**src/rtl/flit_arbiter.sv**
```systemverilog
// Round-robin flit arbiter with packet locking and a registered output.
// Define FLIT_ARB_TIMEOUT_EN to release a stalled lock after TIMEOUT cycles.
module flit_arbiter #(
    parameter int W_DIR   = 5,
    parameter int W_FLIT  = 8,
    parameter int TIMEOUT = 16
) (
    input  logic                      CLK,
    input  logic                      RST,
    input  logic [W_DIR*W_FLIT-1:0]   IN,
    output logic [W_DIR-1:0]          IN_ACK,
    output logic [W_FLIT-1:0]         OUT,
    input  logic                      OUT_READY,
    output logic                      ERR
);

    localparam int PW = (W_DIR > 8) ? $clog2(W_DIR) : 3;

    typedef enum logic {
        IDLE,
        LOCKED
    } state_t;

    state_t            state_q, state_d;
    logic [PW-1:0]     ptr_q, ptr_d;
    logic [PW-1:0]     own_q, own_d;
    logic [W_FLIT-1:0] out_d;
    logic [W_FLIT-1:0] flit [W_DIR];
    logic [W_DIR-1:0]  vld;
    logic [W_DIR-1:0]  tail;
    logic              free;
    logic              found;
    logic [PW-1:0]     pick;
    logic [PW-1:0]     cand;
    logic [PW-1:0]     sel;
    logic              acc;
    logic              timeout_hit;
    int                rr_idx;

    for (genvar g = 0; g < W_DIR; g++) begin : g_split
        assign flit[g] = IN[g*W_FLIT +: W_FLIT];
        assign vld[g]  = flit[g][W_FLIT-1];
        assign tail[g] = flit[g][W_FLIT-2];
    end

    assign free = !OUT[W_FLIT-1] || OUT_READY;

    function automatic logic [PW-1:0] next_port(input logic [PW-1:0] p);
        return (int'(p) >= W_DIR - 1) ? '0 : p + 1'b1;
    endfunction

    // First valid port at or above PTR, wrapping around.
    always_comb begin
        found  = 1'b0;
        pick   = '0;
        cand   = '0;
        rr_idx = 0;
        for (int k = 0; k < W_DIR; k++) begin
            rr_idx = int'(ptr_q) + k;
            if (rr_idx >= W_DIR) rr_idx = rr_idx - W_DIR;
            cand = PW'(rr_idx);
            if (!found && vld[cand]) begin
                found = 1'b1;
                pick  = cand;
            end
        end
    end

    always_comb begin
        state_d = state_q;
        ptr_d   = ptr_q;
        own_d   = own_q;
        sel     = own_q;
        acc     = 1'b0;
        case (state_q)
            IDLE: begin
                sel = pick;
                if (free && found) begin
                    acc = 1'b1;
                    if (tail[pick]) begin
                        ptr_d = next_port(pick);
                    end else begin
                        own_d   = pick;
                        state_d = LOCKED;
                    end
                end
            end
            LOCKED: begin
                if (free && vld[own_q]) begin
                    acc = 1'b1;
                    if (tail[own_q]) begin
                        state_d = IDLE;
                        ptr_d   = next_port(own_q);
                    end
                end else if (timeout_hit) begin
                    state_d = IDLE;
                    ptr_d   = next_port(own_q);
                end
            end
            default: state_d = IDLE;
        endcase
        if (RST) acc = 1'b0;
        IN_ACK      = '0;
        IN_ACK[sel] = acc;
        out_d = OUT;
        if (free) out_d = acc ? flit[sel] : '0;
    end

    always_ff @(posedge CLK) begin
        if (RST) begin
            state_q <= IDLE;
            ptr_q   <= '0;
            own_q   <= '0;
            OUT     <= '0;
        end else begin
            state_q <= state_d;
            ptr_q   <= ptr_d;
            own_q   <= own_d;
            OUT     <= out_d;
        end
    end

`ifdef FLIT_ARB_TIMEOUT_EN
    localparam int CW = $clog2(TIMEOUT + 1);

    logic [CW-1:0] cnt_q;
    logic          stall;
    logic          err_q;

    // Owner has a free slot but nothing to send.
    assign stall       = (state_q == LOCKED) && free && !vld[own_q];
    assign timeout_hit = stall && (cnt_q == CW'(TIMEOUT - 1));
    assign ERR         = err_q;

    always_ff @(posedge CLK) begin
        if (RST) begin
            cnt_q <= '0;
            err_q <= 1'b0;
        end else begin
            if (state_q != LOCKED || acc || timeout_hit) cnt_q <= '0;
            else if (stall) cnt_q <= cnt_q + 1'b1;
            if (timeout_hit) err_q <= 1'b1;
        end
    end
`else
    localparam int UNUSED_TIMEOUT = TIMEOUT;

    assign timeout_hit = 1'b0;
    assign ERR         = 1'b0;
`endif

endmodule

```
**config.mk**
```make
export PLATFORM = sky130hd
export DESIGN_NAME = flit_arbiter
export DESIGN_NICKNAME = d
export VERILOG_FILES = /design/src/rtl/flit_arbiter.sv
export SDC_FILE = /design/constraint.sdc
export NUM_CORES = 1
export LEC_CHECK = 0
export ABC_AREA = 0
export CAP_MARGIN = 20
export CORE_ASPECT_RATIO = 1.75
export CORE_UTILIZATION = 50
export DETAILED_ROUTE_END_ITERATION = 8
export GPL_TIMING_DRIVEN = 0
export PLACE_DENSITY = 0.9
export SETUP_SLACK_MARGIN = 0.2
export SLEW_MARGIN = 20
export SYNTH_ARGS = -nofsm -noshare
export SYNTH_HDL_FRONTEND = slang
export SYNTH_SLANG_ARGS = --single-unit
```
**constraint.sdc**
```tcl
create_clock -name CLK -period 5.58 [get_ports CLK]
set_input_delay 0.837 -clock CLK [delete_from_list [all_inputs] [get_ports CLK]]
set_output_delay 0.837 -clock CLK [all_outputs]
set_load 0.02 [all_outputs]
```
* Word level (Yosys, flattened, before mapping) *
Index checks and enable logic that the tools add are counted.

word-level totals
  flip-flop bits (word level) = 15
  logic and storage cells = 109

cells by class
  add/sub/neg operators = 11
  magnitude comparators = 17
  equality and inequality tests = 4
  multiplexer cells = 54
  bitwise logic cells = 4
  reduce and logical (&&, ||, !) cells = 15

operators by type and width
  operator                                                    number
  two-way mux 3 bit                                           17
  less-than comparator 3 x 4 -> 1 bit, second input constant  8
  binary-select mux 1 bit (select 3 bit)                      8
  binary-select mux 8 bit (select 3 bit)                      1
  two-way mux 8 bit                                           3
  two-way mux 1 bit                                           21
  >= comparator 4 x 3 -> 1 bit, second input constant         4
  subtractor 3 bit, second input constant                     5
  >= comparator 3 bit, second input constant                  3
  adder 3 x 2 -> 4 bit, second input constant                 2
  logical AND 1 bit                                           7
  adder 3 x 1 -> 3 bit, second input constant                 2
  case mux 3 bit (2 select lines)                             1
  AND 5 bit                                                   1
  logical NOT 1 bit                                           5
  adder 3 x 1 -> 4 bit, second input constant                 1
  adder 3 x 3 -> 4 bit, second input constant                 1
  >= comparator 4 bit, second input constant                  1
  inequality test 2 x 1 -> 1 bit, second input constant       2
  inequality test 2 bit, second input constant                2
  NOT 3 -> 4 bit                                              1
  case mux 1 bit (2 select lines)                             2
  AND reduction 4 bit                                         1
  demux 1 bit (select 3 bit)                                  1
  other kinds (4)                                             5

* Logic depth before layout (Yosys ltp) *
  depth after elaboration = 23
  mapped depth = 17

* Worst setup path before layout *
Ideal clock, no wire load.

  path kind = register -> output
  from = register ptr_q[1]
  to = output port IN_ACK[2]
  arrival = 3.644 ns
  required time = 4.743 ns
  slack = 1.099 ns
  stages on the path, launching flop included = 17
  buffers on the path = 3
  cells stage by stage = dfxtp_1 -> buf_2 -> inv_1 -> ha_1 -> ha_1 -> buf_2 -> nor2_1 -> nor3_1 -> or2_2 -> a221o_1 -> a311o_1 -> a31oi_4 -> buf_6 -> a21oi_4 -> nor2_4 -> nand2_1 -> nor2_1

on the way
  word-level cells in the longest chain between the ends = 23
  elaborated cells between the ends (all ways) = 58
  those cells by class = 9 x add/sub; 7 x order compare; 31 x mux; 1 x bitwise; 10 x reduce/logical

ends and longest elaborated chain
  what                                                           line  text
  start: declaration                                             25    logic [PW-1:0] ptr_q, ptr_d;
  start signal: assignment                                       117   ptr_q <= ptr_d;
  branches (longest 22 deep; another with adder 3 x 1 -> 4 bit)  n/a
  AND 5 bit (no source line) *                                   n/a
  end: declaration                                               11    output logic [W_DIR-1:0] IN_ACK,

Mark *: on every way between the ends. The select of a mux whose other input is x is not followed.

* Final worst setup path *
Ends and elaborated chain as after synthesis.

==> metrics.yaml <==
status: "complete, no violations"
dp.cells: 451
worst-endpoint-arrival_ns: 4.32
synthFlopType: "dfxtp_1"
grt_use_met1: 0.312
grt_pass1_wl_um: 14900
p_sw_mw: 0.950
combPwrFrac: 0.845
tritoncts: "done"
timing.slew.headroom: 0.571
pin_count: 57
synth_top_area_share: 0.114
skew_ns: 0.00201
antenna_cells: 0
synth_nets: 398
viasPerCell: 6.92
grt_pass1_vias: 3206
crit_fanout: 10
finalSetupViolations: 0
drt_iter0_drc: 236
gp_congestion: 1.02
hp-class: "reg -> reg"
synth_edf_count: 0
fin_crit_sh: 0.925
clk-insertion-delay-late_ns: 0.26
finalNonFillerCells: 458
grtUsageMet3: 0.0464
busiest_layer: "met2"
path_clk_slew_ns: 0.07
wire_per_inst_um: 20.6
finalCriticalPeriod_ns: 5.16
hold_end: "OUT[5]"
synth_cells: 344
drc: 0
yosys_warnings: 0
startpoint_type: "register"
core-area_um2: 5020
ctsHtreeMaxLevel: 1
die_area_um2: 5590
required_ns: 4.74
holdCritStartpoint: "OUT[5]"
p_leak_nw: 1.39
nNetsFinal: 459
r2r_cells: 16
cts_buffer_depth: 2
worst_pin_slew_ns: 0.638
power.density_nw_per_um2: 525
cts_buffers: 3
yosysTopAreaCell: "dfxtp_1"
gr-usage-met2: 0.650
ys_seq_area_frac: 0.114
die-height_um: 98.2
ys_types: 74
cts.sinks: 15
clkPwrFrac: 0.055
ff2ff_setup_slack_ns: 1.40
firstDrtPassIters: 7
syn_area_um2: 2640
rows: 34
dp_hpwl_um: 7200
start_util: 0.526
end_kind: "output pin"
internal_power_mw: 0.812
synth.area.top_cells: "dfxtp_1 11%, mux2i_1 8.0%, a21oi_1 4.7%"
cap_violations: 0
r2r-start: "ptr_q[1]"
final_antenna_net_count: 0
grt_max_degree: 11
final-hold-violation-count: 0
hold_buffers: 0
ys_ff_latch: 15
r2r-end: "OUT[1]"
layout-drive-gt1-share: 0.146
finalSetupTns_ns: 0
switching_share: 0.539
antenna_found_initial: 0
crit_type: "reg -> out"
async_flop_share: 0
via_count: 3170
ir_worst_vdd_mv: 0.334
routed_wl_um: 9410
root_buffer: "clkbuf_8"
utilization: 0.668
cp-startpoint: "ptr_q[1]"
drv_slew: 0
fmax_ghz: 0.194
overflow: 0
port_buffers: 53
power_frac_seq: 0.100
track_usage: 0.342
syn2layout_area_growth_pct: 27.0
die_w_um: 57.0
rsz0062_at_grt: "no"
hold_depth: 2
syn_avg_cell_area_um2: 7.68
-- placed cells by master (no fill, tap or decap), types with 6 or more instances in the layout --
master,netlist,layout
clkdlybuf4s50_1,0,48
mux2i_1,21,21
inv_1,21,20
buf_2,12,10
nand2b_1,11,11
dfxtp_1,15,14
o21ai_0,15,15
a22o_1,7,7
nor3b_1,6,6
nand3_1,11,10
nor2_1,19,18
ha_1,10,10
nor3_1,13,12
buf_4,2,7
a221o_1,9,9
nand2_1,32,32
a21oi_1,25,23
a32o_1,9,9
-- power groups by stage --
| stage | clock network, mW | logic [mW] | registers [mW] |
|---|---|---|---|
| after floorplan | 0 | 1.03 | 0.190 |
| after global placement | 0 | 1.37 | 0.175 |
| after detailed placement | 0 | 1.40 | 0.176 |
| after CTS | 0.0923 | 1.43 | 0.176 |
| after global routing | 0.0980 | 1.58 | 0.181 |
| final | 0.0963 | 1.49 | 0.177 |
-- cell families after synthesis --
family	after synthesis	share of synthesized area
simple gates	125	0.256
compound gates	116	0.362
buf+inv	45	0.0810
mux	27	0.118
flops	15	0.114
fa+ha+maj	11	0.0549
xor+xnor	4	0.0133
other cells	1	0.00142
-- final cells by class --
class,instances,area (µm²)
multi-input cells,284,2170
plain buffers,23,136
repair buffers,56,547
fillers,456,1660
flip-flops and latches,15,302
clock inverters,1,5.00
well taps,54,67.6
inverters,22,86.3
clock buffers,3,41.3
-- Yosys cell counts (all sizes together), types with 3 or more instances --
library cell and number:
nand3 12, nor4 3, a31oi 5, a32o 9, a211oi 5, a21oi 27, a221o 9, a221oi 3
mux2i 21, buf 18, o21ai 15, and3 4, nand2b 12, mux4 3, a22o 7, mux2 3
nor3b 6, ha 10, nor2 20, o211ai 3, nand2 32, nor3 15, a211o 5, inv 21
and2 3, nor4b 3, nor2b 5, clkbuf 5, dfxtp 15, xnor2 3, o32ai 3, nand4 4
-- through the flow --
stage | setup slack, ns | instance area, µm² | total power, mW | hold WS [ns]
after floorplan | 1.10 | 2640 | 1.22 | 0.527
after global placement | 0.159 | 3240 | 1.55 | 0.447
after detailed placement | 0.0726 | 3240 | 1.57 | 0.460
after CTS | 0.219 | 3330 | 1.70 | 0.476
after global routing | 0.194 | 3360 | 1.86 | 0.504
final | 0.418 | 3360 | 1.76 | 0.466
-- how the worst max path moves through the flow --
stage | endpoint | slack [ns] | cells past startpoint
final | IN_ACK[2] | 0.42 | 17
after global routing | IN_ACK[3] | 0.19 | 17
after CTS | IN_ACK[2] | 0.22 | 17
after detailed placement | IN_ACK[2] | 0.07 | 17
after global placement | IN_ACK[2] | 0.16 | 17
after floorplan | IN_ACK[2] | 1.10 | 16
-- flip-flops by register name (all words and copies together) (netlist names) --
name	cells
ptr_q	3
own_q	3
state_q	1
OUT	8
-- layer usage --
metal	part of all wire	vias to the layer above
li1	-	1446
met1	0.33	1470
met2	0.54	186
met3	0.054	68
met4	0.083	0
met5	0	-
-- critical path, cell delays in order (launching register included) --
cell and delay (ns):
dfxtp_2 0.38, buf_4 0.20, inv_1 0.17, ha_1 0.27
ha_1 0.27, buf_2 0.21, nor2_2 0.19, nor3_2 0.09
or2_2 0.30, a221o_1 0.38, a311o_1 0.41, a31oi_4 0.23
buf_6 0.21, a21oi_4 0.10, nor2_4 0.11, nand2_1 0.09
nor2_1 0.10, dlygate4sd2_1 0.34
-- repair_timing --
action / 4_1_cts / 5_1_grt
cloned: 0 / 0
pin swaps: 0 / 1
gates resized for setup: 13 / 4
buffers inserted: 2 / 1
setup endpoints to repair: 5 / 5
Note: power is estimated with default switching activity, not from simulation.
